## config.mk

```make
export PLATFORM = sky130hd
export DESIGN_NAME = tlul_host_arbiter
export DESIGN_NICKNAME = d
export VERILOG_FILES = /design/src/rtl/tlul_host_arbiter.sv
export SDC_FILE = /design/constraint.sdc
export NUM_CORES = 1
export LEC_CHECK = 0
export CELL_PAD_IN_SITES_DETAIL_PLACEMENT = 1
export CELL_PAD_IN_SITES_GLOBAL_PLACEMENT = 1
export CORE_AREA = 3 3 210 109
export CTS_BUF_LIST = sky130_fd_sc_hd__clkbuf_4
export DETAILED_ROUTE_END_ITERATION = 10
export DIE_AREA = 0 0 213 112
export PLACE_DENSITY = 0.87
export SETUP_SLACK_MARGIN = 0.5
export SLEW_MARGIN = 20
export SYNTH_ARGS = -nofsm -noshare
export SYNTH_HDL_FRONTEND = slang
export SYNTH_SLANG_ARGS = --single-unit
```

## constraint.sdc

```tcl
create_clock -name clk_i -period 2.4 [get_ports clk_i]
set_clock_uncertainty 0.15 [all_clocks]
set_input_delay 0.48 -clock clk_i [delete_from_list [all_inputs] [get_ports clk_i]]
set_output_delay 0.48 -clock clk_i [all_outputs]
set_load 0.01 [all_outputs]
```

## src/rtl/tlul_host_arbiter.sv

```systemverilog
// Round-robin TL-UL arbiter: NumHosts host ports share one device port. A requests are forwarded
// combinationally; an in-order grant FIFO routes D responses back to their originating host.

package tlul_pkg;

  typedef struct packed {
    logic        a_valid;
    logic [2:0]  a_opcode;
    logic [2:0]  a_param;
    logic [1:0]  a_size;
    logic [7:0]  a_source;
    logic [31:0] a_address;
    logic [3:0]  a_mask;
    logic [31:0] a_data;
    logic        d_ready;
  } tl_h2d_t;

  typedef struct packed {
    logic        d_valid;
    logic [2:0]  d_opcode;
    logic [2:0]  d_param;
    logic [1:0]  d_size;
    logic [7:0]  d_source;
    logic        d_sink;
    logic [31:0] d_data;
    logic        d_error;
    logic        a_ready;
  } tl_d2h_t;

endpackage

module tlul_host_arbiter
  import tlul_pkg::*;
#(
  parameter int unsigned NumHosts       = 2,
  parameter int unsigned MaxOutstanding = 2
) (
  input  logic    clk_i,
  input  logic    rst_ni,
  input  tl_h2d_t tl_h_i [NumHosts],
  output tl_d2h_t tl_h_o [NumHosts],
  output tl_h2d_t tl_d_o,
  input  tl_d2h_t tl_d_i,
  output logic    busy_o
);

  localparam int unsigned IdxW = (NumHosts > 1) ? $clog2(NumHosts) : 1;
  localparam int unsigned PtrW = (MaxOutstanding > 1) ? $clog2(MaxOutstanding) : 1;
  localparam int unsigned CntW = $clog2(MaxOutstanding + 1);

  logic [IdxW-1:0] rr_ptr_q, rr_ptr_d;
  logic            lock_valid_q, lock_valid_d;
  logic [IdxW-1:0] lock_idx_q, lock_idx_d;
  logic [IdxW-1:0] fifo_q [MaxOutstanding];
  logic [IdxW-1:0] fifo_d [MaxOutstanding];
  logic [PtrW-1:0] wptr_q, wptr_d, rptr_q, rptr_d;
  logic [CntW-1:0] cnt_q, cnt_d;

  logic            pick_valid;
  logic [IdxW-1:0] pick_idx, cand;
  logic [IdxW-1:0] grant_idx, head_idx;
  logic            grant_valid, fifo_full, fifo_nonempty;
  logic            a_valid_o, d_ready_o, accept, complete;

  function automatic logic [PtrW-1:0] ptr_inc(input logic [PtrW-1:0] p);
    return (p == PtrW'(MaxOutstanding - 1)) ? '0 : p + 1'b1;
  endfunction

  // First requesting host at or above rr_ptr, wrapping around.
  always_comb begin
    pick_valid = 1'b0;
    pick_idx   = rr_ptr_q;
    cand       = '0;
    for (int unsigned i = 0; i < NumHosts; i++) begin
      cand = IdxW'((32'(rr_ptr_q) + i) % NumHosts);
      if (!pick_valid && tl_h_i[cand].a_valid) begin
        pick_valid = 1'b1;
        pick_idx   = cand;
      end
    end
  end

  assign fifo_full     = (cnt_q == CntW'(MaxOutstanding));
  assign fifo_nonempty = (cnt_q != '0);
  assign head_idx      = fifo_q[rptr_q];
  assign grant_idx     = lock_valid_q ? lock_idx_q : pick_idx;
  // Outputs are quiesced while reset is held so nothing is offered to the device.
  assign grant_valid   = rst_ni && !fifo_full && (lock_valid_q || pick_valid);
  assign a_valid_o     = grant_valid && tl_h_i[grant_idx].a_valid;
  assign d_ready_o     = fifo_nonempty && tl_h_i[head_idx].d_ready;
  assign accept        = a_valid_o && tl_d_i.a_ready;
  assign complete      = tl_d_i.d_valid && d_ready_o;
  assign busy_o        = fifo_nonempty;

  always_comb begin
    tl_d_o = '0;
    if (grant_valid) begin
      tl_d_o = tl_h_i[grant_idx];
    end
    tl_d_o.a_valid = a_valid_o;
    tl_d_o.d_ready = d_ready_o;
    for (int unsigned h = 0; h < NumHosts; h++) begin
      tl_h_o[h]         = tl_d_i;
      tl_h_o[h].a_ready = grant_valid && (grant_idx == IdxW'(h)) && tl_d_i.a_ready;
      tl_h_o[h].d_valid = fifo_nonempty && (head_idx == IdxW'(h)) && tl_d_i.d_valid;
    end
  end

  always_comb begin
    rr_ptr_d     = rr_ptr_q;
    lock_valid_d = lock_valid_q;
    lock_idx_d   = lock_idx_q;
    fifo_d       = fifo_q;
    wptr_d       = wptr_q;
    rptr_d       = rptr_q;
    cnt_d        = cnt_q;
    if (accept) begin
      rr_ptr_d       = (grant_idx == IdxW'(NumHosts - 1)) ? '0 : grant_idx + 1'b1;
      lock_valid_d   = 1'b0;
      fifo_d[wptr_q] = grant_idx;
      wptr_d         = ptr_inc(wptr_q);
    end else if (a_valid_o) begin
      // Stalled beat: pin the grant so the offered request stays stable.
      lock_valid_d = 1'b1;
      lock_idx_d   = grant_idx;
    end
    if (complete) begin
      rptr_d = ptr_inc(rptr_q);
    end
    case ({accept, complete})
      2'b10:   cnt_d = cnt_q + 1'b1;
      2'b01:   cnt_d = cnt_q - 1'b1;
      default: cnt_d = cnt_q;
    endcase
  end

  always_ff @(posedge clk_i or negedge rst_ni) begin
    if (!rst_ni) begin
      rr_ptr_q     <= '0;
      lock_valid_q <= 1'b0;
      lock_idx_q   <= '0;
      fifo_q       <= '{default: '0};
      wptr_q       <= '0;
      rptr_q       <= '0;
      cnt_q        <= '0;
    end else begin
      rr_ptr_q     <= rr_ptr_d;
      lock_valid_q <= lock_valid_d;
      lock_idx_q   <= lock_idx_d;
      fifo_q       <= fifo_d;
      wptr_q       <= wptr_d;
      rptr_q       <= rptr_d;
      cnt_q        <= cnt_d;
    end
  end

`ifndef SYNTHESIS
  d_valid_without_request: assert property (@(posedge clk_i) disable iff (!rst_ni)
      !(tl_d_i.d_valid && !fifo_nonempty));
`endif

endmodule

```

* Word level (Yosys, flattened, before mapping)
Cells that the tools add are included.
** Word-level totals
- Output and inout bits :: 191
- Register bits :: 9
** Operators by class
- Order comparisons :: 7
- Muxes and demuxes :: 29
- Reductions and logical operators :: 23
- Bitwise operators :: 9
- Add/sub/neg operators :: 6
- Equality and inequality tests :: 3
** Operator list (count)
- two-way mux 86 bit :: 9
- two-way mux 85 bit :: 1
- logical AND 1 bit :: 16
- two-way mux 1 bit :: 16
- greater-or-equal comparator 2 bit, second input constant :: 6
- inverter 1 -> 2 bit :: 6
- nonzero test 2 bit :: 3
- adder 1 bit, second input constant :: 4
- == test 2 bit, second input constant :: 2
- one-hot mux 2 bit (2 select lines) :: 1
- inverter 1 bit :: 3
- adder 2 x 1 -> 2 bit, second input constant :: 1
- bitwise mux 2 bit :: 1
- == test 2 x 1 -> 1 bit, second input constant :: 1
- logical NOT 1 bit :: 2
- less-than comparator 2 x 1 -> 1 bit, second input constant :: 1
- AND reduction 2 bit :: 1
- subtractor 2 x 1 -> 2 bit, second input constant :: 1
- demux 1 bit (select 1 bit) :: 1
- logical OR 1 bit :: 1

* Logic depth before layout (Yosys ltp)
Gate-level depths: netlist (run 1).
- Word-level depth :: 17
- Depth in mapped cells :: 8
- Gate-level depth less buffers :: 8

* Worst setup path before layout (run 1)
OpenSTA, ideal clock, no wires.
- Path kind :: in2out
- From :: input tl_h_i[85] (netlist bit)
- To :: output tl_d_o[1] (netlist bit)
- Stages :: 7
- Buffers on the path :: 3
- Data required time :: 1.770 ns
- Arrival :: 1.553 ns
- Slack :: 0.217 ns
- Cell sequence :: nor2_1 o31a_1 buf_2 buf_4 buf_2 nand2_1 a21oi_1
** RTL lines
- start: declaration :: RTL line 40 : input tl_h2d_t tl_h_i [NumHosts],
- end: declaration :: RTL line 42 : output tl_h2d_t tl_d_o,

==> metrics.md, run 1 <==
| Metric | Value |
|---|---|
| Nets | `931` |
| Root Buffer | `clkbuf_4` |
| Non-Filler Instances | `983` |
| Maximum VDD drop | `0.401 mV` |
| Total wire length | `19400 um` |
| Total GRT Usage | `14.2%` |
| First-pass detailed-route iteration total | `4` |
| Starting DRC count in detailed routing | `146` |
| Status | `finished with violations` |
| Sequential share of power | `3.9%` |
| Number of buffers added on ports | `266` |
| Max-slew violations | `0` |
| Worst setup margin | `-224 ps` |
| Fin area | `6850 sq um` |
| Final hold violations | `0` |
| CTS H-tree depth | `1` |
| Syn_area_per_cell | `5.72 sq um` |
| Crit path from | `lock_valid_q$_DFFE_PN0P_` |
| Pwr/cell area | `1190 nW/um^2` |
| Diode count | `0` |
| Normalized max-slew margin | `77.8%` |
| Max Cap Viol | `0` |
| GPL Wtd Cong | `0.775` |
| Internal | `4.51 mW` |
| Top cells by area in the synthesized netlist | `buf_4 (32%), nand2_1 (26%), a21oi_1 (17%), dfrtp_1 (8.9%), buf_2 (3.4%)` |
| Via count | `4078` |
| Period utilisation layout | `109%` |
| Main flop type after synthesis | `dfrtp_1` |
| Worst Hold Class | `in -> async` |
| Initial antenna violation count | `0` |
| Largest net degree at the start of global routing | `21` |
| Worst-margin pin slew | `332 ps` |
| Antenna-violating nets left | `0` |
| Combinational share of power | `94.4%` |
| Detailed placer's ending HPWL | `11600 um` |
| Clock latency at the later pin of the worst-skew pair | `280 ps` |
| Gate Count Post-Synth | `442` |
| Syn nets | `669` |
| Die X | `213 um` |
| # rows | `38` |
| Share of cells above drive strength 1 | `55.8%` |
| Commonest non-fill, non-tap cell in the layout | `clkdlybuf4s50_1` |
| Placement Cell Area | `5250 sq um` |
| R2R Path Start | `lock_valid_q$_DFFE_PN0P_` |
| Critical Path RT | `1770 ps` |
| Yosys top cell by area | `buf_4` |
| Arrival @ worst endpoint | `1990 ps` |
| Crit. End Element | `output port` |
| Count of final setup violators | `86` |
| TritonCTS Sinks | `9` |
| Routed vias/inst | `4.15` |
| Crit path time final | `2620 ps` |
| Number of global-route vias before repair | `4298` |
| Worst setup SP type | `register` |
| DP Cell Count | `892` |
| P&R area growth vs syn | `171%` |
| Clock power share | `1.7%` |
| CORE AREA | `21300 sq um` |
| Achievable frequency | `381 MHz` |
| Die area | `23900 sq um` |
| Synth cell types | `31` |
| Routed length per placed instance | `19.8 um` |
| Total power draw | `8.16 mW` |
| Gr ovfl total | `0` |
| Failing checks | `setup timing` |
| First-pass GRT wire length | `25800 um` |
| CTS tree | `done` |
| IO Count | `417` |
| Initial Util | `11.8%` |
| Yosys top cell area share | `31.8%` |
| #FFs+latches synth | `9` |
| Clock Pin Slew Worst Setup and Hold Paths | `70 ps` |
| WHS | `219 ps` |
| CTS Buf Count | `3` |
| Synthesis Warnings | `0` |
| Worst-path fanout max | `4` |
| Most frequent cells in the layout | `clkdlybuf4s50_1 (170), nand2_1 (106), buf_2 (81)` |
| EDFF count, synth | `0` |
| Cts hold-fix bufs | `0` |
| NetSw | `3.65 mW` |
| Pre-CTS setup slack | `-946 ps` |
| Sw frac | `44.7%` |
| Sequential area share after synthesis | `8.92%` |
| Lkg Pwr | `3.03 nW` |
| Maximum clock insertion buffer count | `2` |
| DRC Markers | `0` |
| Die height | `112 um` |
| RSZ-0062 raised after global routing | `true` |
| Mapped Area | `2530 sq um` |
| Critical path class | `reg -> out` |
| Ys async rst share | `100%` |
[routing by layer]
metal  vias to the layer above  GRT usage (%)  routed length [um]
li1                       1853              -                   -
met2                       270           24.1                9190
met5                         -           2.23                  45
met3                        19           6.05                1990
met1                      1934           16.9                7980
met4                         2           2.04                 219
[final cells by class]
type | instances | area [sq um]
Fill cell | 2528 | 14500
Sequential cell | 9 | 228
Multi-Input combinational cell | 302 | 2180
Clock buffer | 4 | 30.0
Inverter | 1 | 3.75
Tap cell | 280 | 350
Timing Repair Buffer | 387 | 4050
[synthesized netlist by cell type (all sizes together), types with 2 or more instances]
| master | instances |
|---|---|
| a21oi | 85 |
| xor2 | 2 |
| nand2b | 2 |
| nor2 | 8 |
| o21ai | 2 |
| xnor2 | 3 |
| nand3 | 3 |
| clkbuf | 6 |
| dfrtp | 9 |
| and3 | 3 |
| mux2i | 2 |
| nand2 | 174 |
| buf | 124 |
| a21o | 2 |
| nor3 | 3 |
[power by group through the flow]
stage,logic (mW),clock network [mW],registers (mW)
final,7.71,0.141,0.315
after global routing,8.20,0.150,0.326
after CTS,6.53,0.135,0.305
after detailed placement,4.38,0,0.299
after global placement,4.28,0,0.295
after floorplan,2.56,0,0.293
[registers in the layout (all words and copies together) (netlist names)]
name	flops
wptr_q	1
lock_valid_q	1
cnt_q	2
rr_ptr_q	1
rptr_q	1
lock_idx_q	1
fifo_q	2
[through the flow]
| step | util (%) | TNS, ps |
|---|---|---|
| 5_1_grt | 32.1 | -19040 |
| 6_report | 32.1 | -13410 |
| 2_1_floorplan | - | 0 |
| 3_5_place_dp | 24.6 | -74570 |
| 3_3_place_gp | 24.6 | -69120 |
| 4_1_cts | 28.8 | -16430 |
[worst paths after layout]
kind,end,slack (ps),depth (start not counted)
max in group asynchronous,lock_valid_q$_DFFE_PN0P_,1700,2
setup / recovery,tl_d_o[72],-220,9
hold / removal,cnt_q[1]$_DFFE_PN0P_,220,2
min in group clk_i,fifo_q[0]$_DFFE_PN0P_,390,1
setup reg to reg,fifo_q[1]$_DFFE_PN0P_,290,7
hold reg to reg,fifo_q[0]$_DFFE_PN0P_,390,1
[critical path: stages (launching register included)]
cell and delay, ps:
dfrtp_2 440, buf_6 130, or3_4 350, nand3_4 140
buf_12 130, buf_12 110, buf_8 110, clkbuf_16 140
a21oi_1 40, buf_2 140
[kinds of logic after synthesis]
group           count (synthesis)  share of synthesized area [%]
simple gates                  198                           31.0
buf+inv                       131                           36.2
compound gates                 96                           20.9
flops                           9                           8.92
xor+xnor                        5                           1.73
mux                             2                          0.793
fa+ha+maj                       1                          0.495
[timing repair]
item,in CTS,in global routing
buffers inserted,43,22
pin swaps,53,36
endpoints found under the hold margin,0,0
resized for setup,474,118
setup endpoints to repair,99,98
cloned,16,6
Note: power is estimated with default switching activity, not from simulation.
==> run 2: changes to the inputs <==
SKIP_CTS_REPAIR_TIMING = 1   (was default)
==> run 2 against run 1 <==
Against the previous run:
- the run still ends with setup timing left
- critical path depth down 2
- final area shrank 13%
- setup slack worse by 8.6 ps
- clock power shrank 8%
- final cell count is 4.4% lower
- routed wire length down 5.7%
- fmax fell by 0.33%
- clock-buffer cell count unchanged
- worst hold slack got worse by 77 ps
- register-to-register slack got worse by 30 ps
- die area did not move
- combinational power down 20%
- critical endpoint is now tl_d_o[83]
- largest cell class unchanged
- highest routed layer unchanged
==> metrics.md, run 2 (same netlist as run 1, synthesis figures left out) <==
| Metric | Value |
|---|---|
| Initial Util | `11.8%` |
| Pwr/cell area | `1100 nW/um^2` |
| Largest net degree at the start of global routing | `37` |
| Critical path class | `reg -> out` |
| Fillers | `2584` |
| GPL Wtd Cong | `0.775` |
| DRC Markers | `0` |
| Max-slew violations | `0` |
| Initial antenna violation count | `0` |
| Diode count | `0` |
| Normalized max-slew margin | `68.1%` |
| Detailed placer's ending HPWL | `11600 um` |
| Placement Cell Area | `5250 sq um` |
| Total wire length | `18300 um` |
| Worst-margin pin slew | `472 ps` |
| Failing checks | `setup timing` |
| Arrival @ worst endpoint | `2000 ps` |
| First-pass detailed-route iteration total | `4` |
| Number of global-route vias before repair | `3687` |
| Count of final setup violators | `86` |
| Max Cap Viol | `0` |
| Critical Path RT | `1770 ps` |
| Worst Hold Class | `in -> async` |
| Fin area | `5980 sq um` |
| Starting DRC count in detailed routing | `131` |
| Die area | `23900 sq um` |
| Pre-CTS setup slack | `-946 ps` |
| Crit path time final | `2630 ps` |
| Maximum clock insertion buffer count | `2` |
| Routed vias/inst | `4.03` |
| Status | `finished with violations` |
| Period utilisation layout | `110%` |
| Commonest non-fill, non-tap cell in the layout | `clkdlybuf4s50_1` |
| First-pass GRT wire length | `20000 um` |
| Number of buffers added on ports | `266` |
| Top Registers | `cnt_q x2, fifo_q x2` |
| Worst-path fanout max | `8` |
| Worst setup SP type | `register` |
| Total GRT Usage | `10.4%` |
| # rows | `38` |
| Achievable frequency | `380 MHz` |
| CTS tree | `done` |
| Die X | `213 um` |
| Antenna-violating nets left | `0` |
| Post-route setup TNS | `-12990 ps` |
| Root Buffer | `clkbuf_4` |
| Met1 Use GR | `12.3%` |
| GRT met3 Usage | `5.88%` |
| Final hold violations | `0` |
| Nets | `888` |
| Share of cells above drive strength 1 | `50.2%` |
| Crit. End Element | `output port` |
| Via count | `3787` |
| Clock Pin Slew Worst Setup and Hold Paths | `60 ps` |
| Most frequent cells in the layout | `clkdlybuf4s50_1 (170), nand2_1 (116), a21oi_2 (71)` |
| M2 GR Usage | `16.9%` |
| Most used routing layer in global routing | `met2` |
| Clock latency at the later pin of the worst-skew pair | `260 ps` |
| Routed length per placed instance | `19.5 um` |
| TritonCTS Sinks | `9` |
| Lkg Pwr | `2.60 nW` |
| Worst setup margin | `-232 ps` |
| CTS Buf Count | `3` |
| Die height | `112 um` |
| Gr ovfl total | `0` |
| P&R area growth vs syn | `137%` |
| IO Count | `417` |
| CTS H-tree depth | `1` |
| Maximum VDD drop | `0.423 mV` |
| CORE AREA | `21300 sq um` |
| RSZ-0062 raised after global routing | `true` |
==> run 2: cell types whose count changed in the layout (fill, tap and decap cells not counted), sizes merged <==
cell / before / now
buf: 203 / 133
bufbuf: 2 / 0
clkbuf: 13 / 41
dlygate4sd2: 2 / 0
dlymetal6s2s: 1 / 4
==> run 2: through the flow <==
stage	cells	total power, mW	util [%]	hold WS [ps]
3_3_place_gp	892	4.57	24.6	328
3_5_place_dp	892	4.68	24.6	344
2_1_floorplan	442	2.85	-	34.4
6_report	940	6.59	28.0	142
4_1_cts	896	4.83	24.7	354
5_1_grt	940	7.05	28.0	145
==> run 2: power breakdown <==
group          switching [mW]  internal, mW  leakage [nW]
Combinational            3.08          3.05          2.48
Sequential              0.101         0.227         0.101
Clock                  0.0547        0.0755        0.0184
Total                    3.24          3.35          2.60
==> run 2: cell type report <==
type | instances | area (sq um) | share of cell area [%]
clock buffers | 4 | 30.0 | 0.502
inverters | 1 | 3.75 | 0.0628
multi-input cells | 302 | 2030 | 33.9
flip-flops and latches | 9 | 228 | 3.81
well taps | 280 | 350 | 5.86
repair buffers | 344 | 3340 | 55.9
==> run 2: metal layers <==
| metal | share of wire [%] | vias up |
|---|---|---|
| li1 | - | 1760 |
| met1 | 43 | 1755 |
| met2 | 45 | 259 |
| met3 | 11 | 11 |
| met4 | 0.45 | 2 |
| met5 | 0.25 | - |
==> run 2: worst max-delay path, cell delays in order, from the launching register on <==
cell	delay (ps)
dfrtp_2	450
o31ai_4	430
buf_6	190
clkbuf_16	160
clkbuf_16	150
nand2_1	50
a21oi_1	130
buf_2	150
==> run 2: worst paths after layout <==
| path | start | end | slack [ps] | cells after the start |
|---|---|---|---|---|
| min in group clk_i | rptr_q$_DFFE_PN0P_ | rptr_q$_DFFE_PN0P_ | 430 | 1 |
| max in group asynchronous | rst_ni | rr_ptr_q$_DFFE_PN0N_ | 1800 | 2 |
| worst max-delay path | lock_valid_q$_DFFE_PN0P_ | tl_d_o[83] | -230 | 7 |
| worst max register to register | lock_valid_q$_DFFE_PN0P_ | fifo_q[0]$_DFFE_PN0P_ | 260 | 9 |
| worst min register to register | rptr_q$_DFFE_PN0P_ | rptr_q$_DFFE_PN0P_ | 430 | 1 |
| worst min-delay path | rst_ni | rptr_q$_DFFE_PN0P_ | 140 | 2 |
==> run 3: changes to the inputs <==
CORE_AREA = 3 3 163 165   (was 3 3 210 109)
DIE_AREA = 0 0 166 168   (was 0 0 213 112)
PLACE_DENSITY = 0.76   (was 0.87)
==> run 3 against run 2 <==
Against the previous run:
- the run still ends with setup timing left
- total power up 1.8%
- clock-buffer cell count down 1
- largest power group unchanged
- highest routed layer is now met4
- register-to-register slack better by 240 ps
- setup slack better by 82 ps
- fmax up 3.2%
- sequential share of layout area down 0.22 points
- utilization down 2.8 points
- routed wire length up 2.1%
==> metrics.md, run 3 (same netlist as run 1, synthesis figures left out) <==
| Metric | Value |
|---|---|
| Final hold violations | `0` |
| Pwr/cell area | `1060 nW/um^2` |
| Pre-CTS setup slack | `-926 ps` |
| CTS Buf Count | `3` |
| Maximum VDD drop | `0.400 mV` |
| M2 GR Usage | `17.6%` |
| Commonest non-fill, non-tap cell in the layout | `clkdlybuf4s50_1` |
| Post-route setup TNS | `-7060 ps` |
| Total wire length | `18700 um` |
| R2R Path Start | `lock_valid_q$_DFFE_PN0P_` |
| Most used routing layer in global routing | `met2` |
| CTS H-tree depth | `1` |
| Routed vias/inst | `3.81` |
| Via count | `3844` |
| Max-slew violations | `0` |
| DRC Markers | `0` |
| Root Buffer | `clkbuf_4` |
| TritonCTS Sinks | `9` |
| Max Cap Viol | `0` |
| Status | `finished with violations` |
| Critical path's slowest cell | `or3_4` |
| Initial Util | `10.0%` |
| Period utilisation layout | `106%` |
| Nets | `908` |
| Worst-margin pin slew | `321 ps` |
| Count of final setup violators | `85` |
| GPL Wtd Cong | `0.800` |
| RSZ-0062 raised after global routing | `true` |
| Lkg Pwr | `2.76 nW` |
| Share of cells above drive strength 1 | `51.5%` |
| Die area | `27900 sq um` |
| Final Util | `25.2%` |
| Critical Path RT | `1770 ps` |
| Fin area | `6340 sq um` |
| Diode count | `0` |
| Total GRT Usage | `9.30%` |
| Normalized max-slew margin | `78.4%` |
| Critical path class | `in -> out` |
| Clock Pin Slew Worst Setup and Hold Paths | `70 ps` |
| P&R area growth vs syn | `151%` |
| Most frequent cells in the layout | `clkdlybuf4s50_1 (170), nand2_1 (113), a21oi_2 (66)` |
| Die height | `168 um` |
| Crit. End Element | `output port` |
| CORE AREA | `25200 sq um` |
| # rows | `58` |
| GRT met3 Usage | `3.29%` |
| Die X | `166 um` |
| Critical-path cell list | `buf_4 > buf_6 > or3_4 > nand3_4 > buf_6 > buf_12 > clkbuf_16 > buf_4 > a21oi_2 > buf_2` |
| Largest net degree at the start of global routing | `55` |
| Worst setup SP type | `input port` |
| Met1 Use GR | `9.77%` |
| Failing checks | `setup timing` |
| Initial antenna violation count | `0` |
| First-pass detailed-route iteration total | `4` |
| Total power draw | `6.71 mW` |
| Gr ovfl total | `0` |
| Antenna-violating nets left | `0` |
| IO Count | `417` |
| CP endpoint | `tl_d_o[49]` |
| Worst Hold Class | `in -> async` |
| Crit path from | `tl_h_i[85]` |
| Routed length per placed instance | `18.5 um` |
| FF-to-FF End | `fifo_q[0]$_DFFE_PN0P_` |
| Number of buffers added on ports | `266` |
| Clock latency at the later pin of the worst-skew pair | `270 ps` |
| Starting DRC count in detailed routing | `77` |
| CTS tree | `done` |
| Crit path time final | `2550 ps` |
| Worst-path fanout max | `5` |
| Achievable frequency | `392 MHz` |
| Worst setup margin | `-150 ps` |
| FF-to-FF path depth | `7` |
| Worst R2R Setup Slack | `500 ps` |
| Top Registers | `cnt_q x2, fifo_q x2` |
| Detailed placer's ending HPWL | `12000 um` |
| Arrival @ worst endpoint | `1920 ps` |
| Number of global-route vias before repair | `3658` |
| Placement Cell Area | `5320 sq um` |
| Worst path max stage delay | `380 ps` |
| Maximum clock insertion buffer count | `2` |
| First-pass GRT wire length | `21100 um` |
==> run 3: cell count changes in the layout (fill, tap and decap cells not counted), sizes merged <==
| cell | before | now |
|---|---|---|
| buf | 133 | 152 |
| clkinv | 0 | 1 |
==> run 3: power breakdown <==
part	internal, mW	leakage [nW]	switching, mW
clock network	0.0617	0.0177	0.0631
logic	3.22	2.64	3.03
registers	0.227	0.101	0.107
==> run 3: final cells by class <==
| cell class | count | area, sq um |
|---|---|---|
| clock buffers | 3 | 22.5 |
| clock inverters | 1 | 5.00 |
| fillers | 3029 | 18800 |
| inverters | 1 | 3.75 |
| multi-input cells | 302 | 2060 |
| flip-flops and latches | 9 | 228 |
| well taps | 330 | 413 |
| repair buffers | 364 | 3610 |
==> run 3: routing by layer <==
layer	routed length (um)	up-vias
met2	9380	214
met3	1380	34
li1	-	1804
met1	7500	1792
met4	462	0
met5	0	-
==> run 3: worst min-delay path by stage <==
stage	to	cells after the start	slack [ps]	start
after floorplan	cnt_q[0]$_DFFE_PN0P_	0	30	rst_ni
after global placement	rptr_q$_DFFE_PN0P_	1	330	rptr_q$_DFFE_PN0P_
after detailed placement	rptr_q$_DFFE_PN0P_	1	350	rptr_q$_DFFE_PN0P_
after CTS	rptr_q$_DFFE_PN0P_	1	360	rptr_q$_DFFE_PN0P_
after global routing	rr_ptr_q$_DFFE_PN0N_	3	140	rst_ni
final	rr_ptr_q$_DFFE_PN0N_	3	130	rst_ni
==> run 3: critical path, delay by kind of cell <==
kind                   cells  cell delay [ps]
AOI/OAI and AO/OA          1               30
buffers and inverters      7              890
and+or+nand+nor            2              510
==> run 3: through the flow <==
step / hold slack [ps] / instances
floorplan: 34.4 / 442
global placement: 329 / 943
detailed placement: 354 / 943
CTS: 363 / 947
global route: 142 / 1010
finish: 127 / 1010
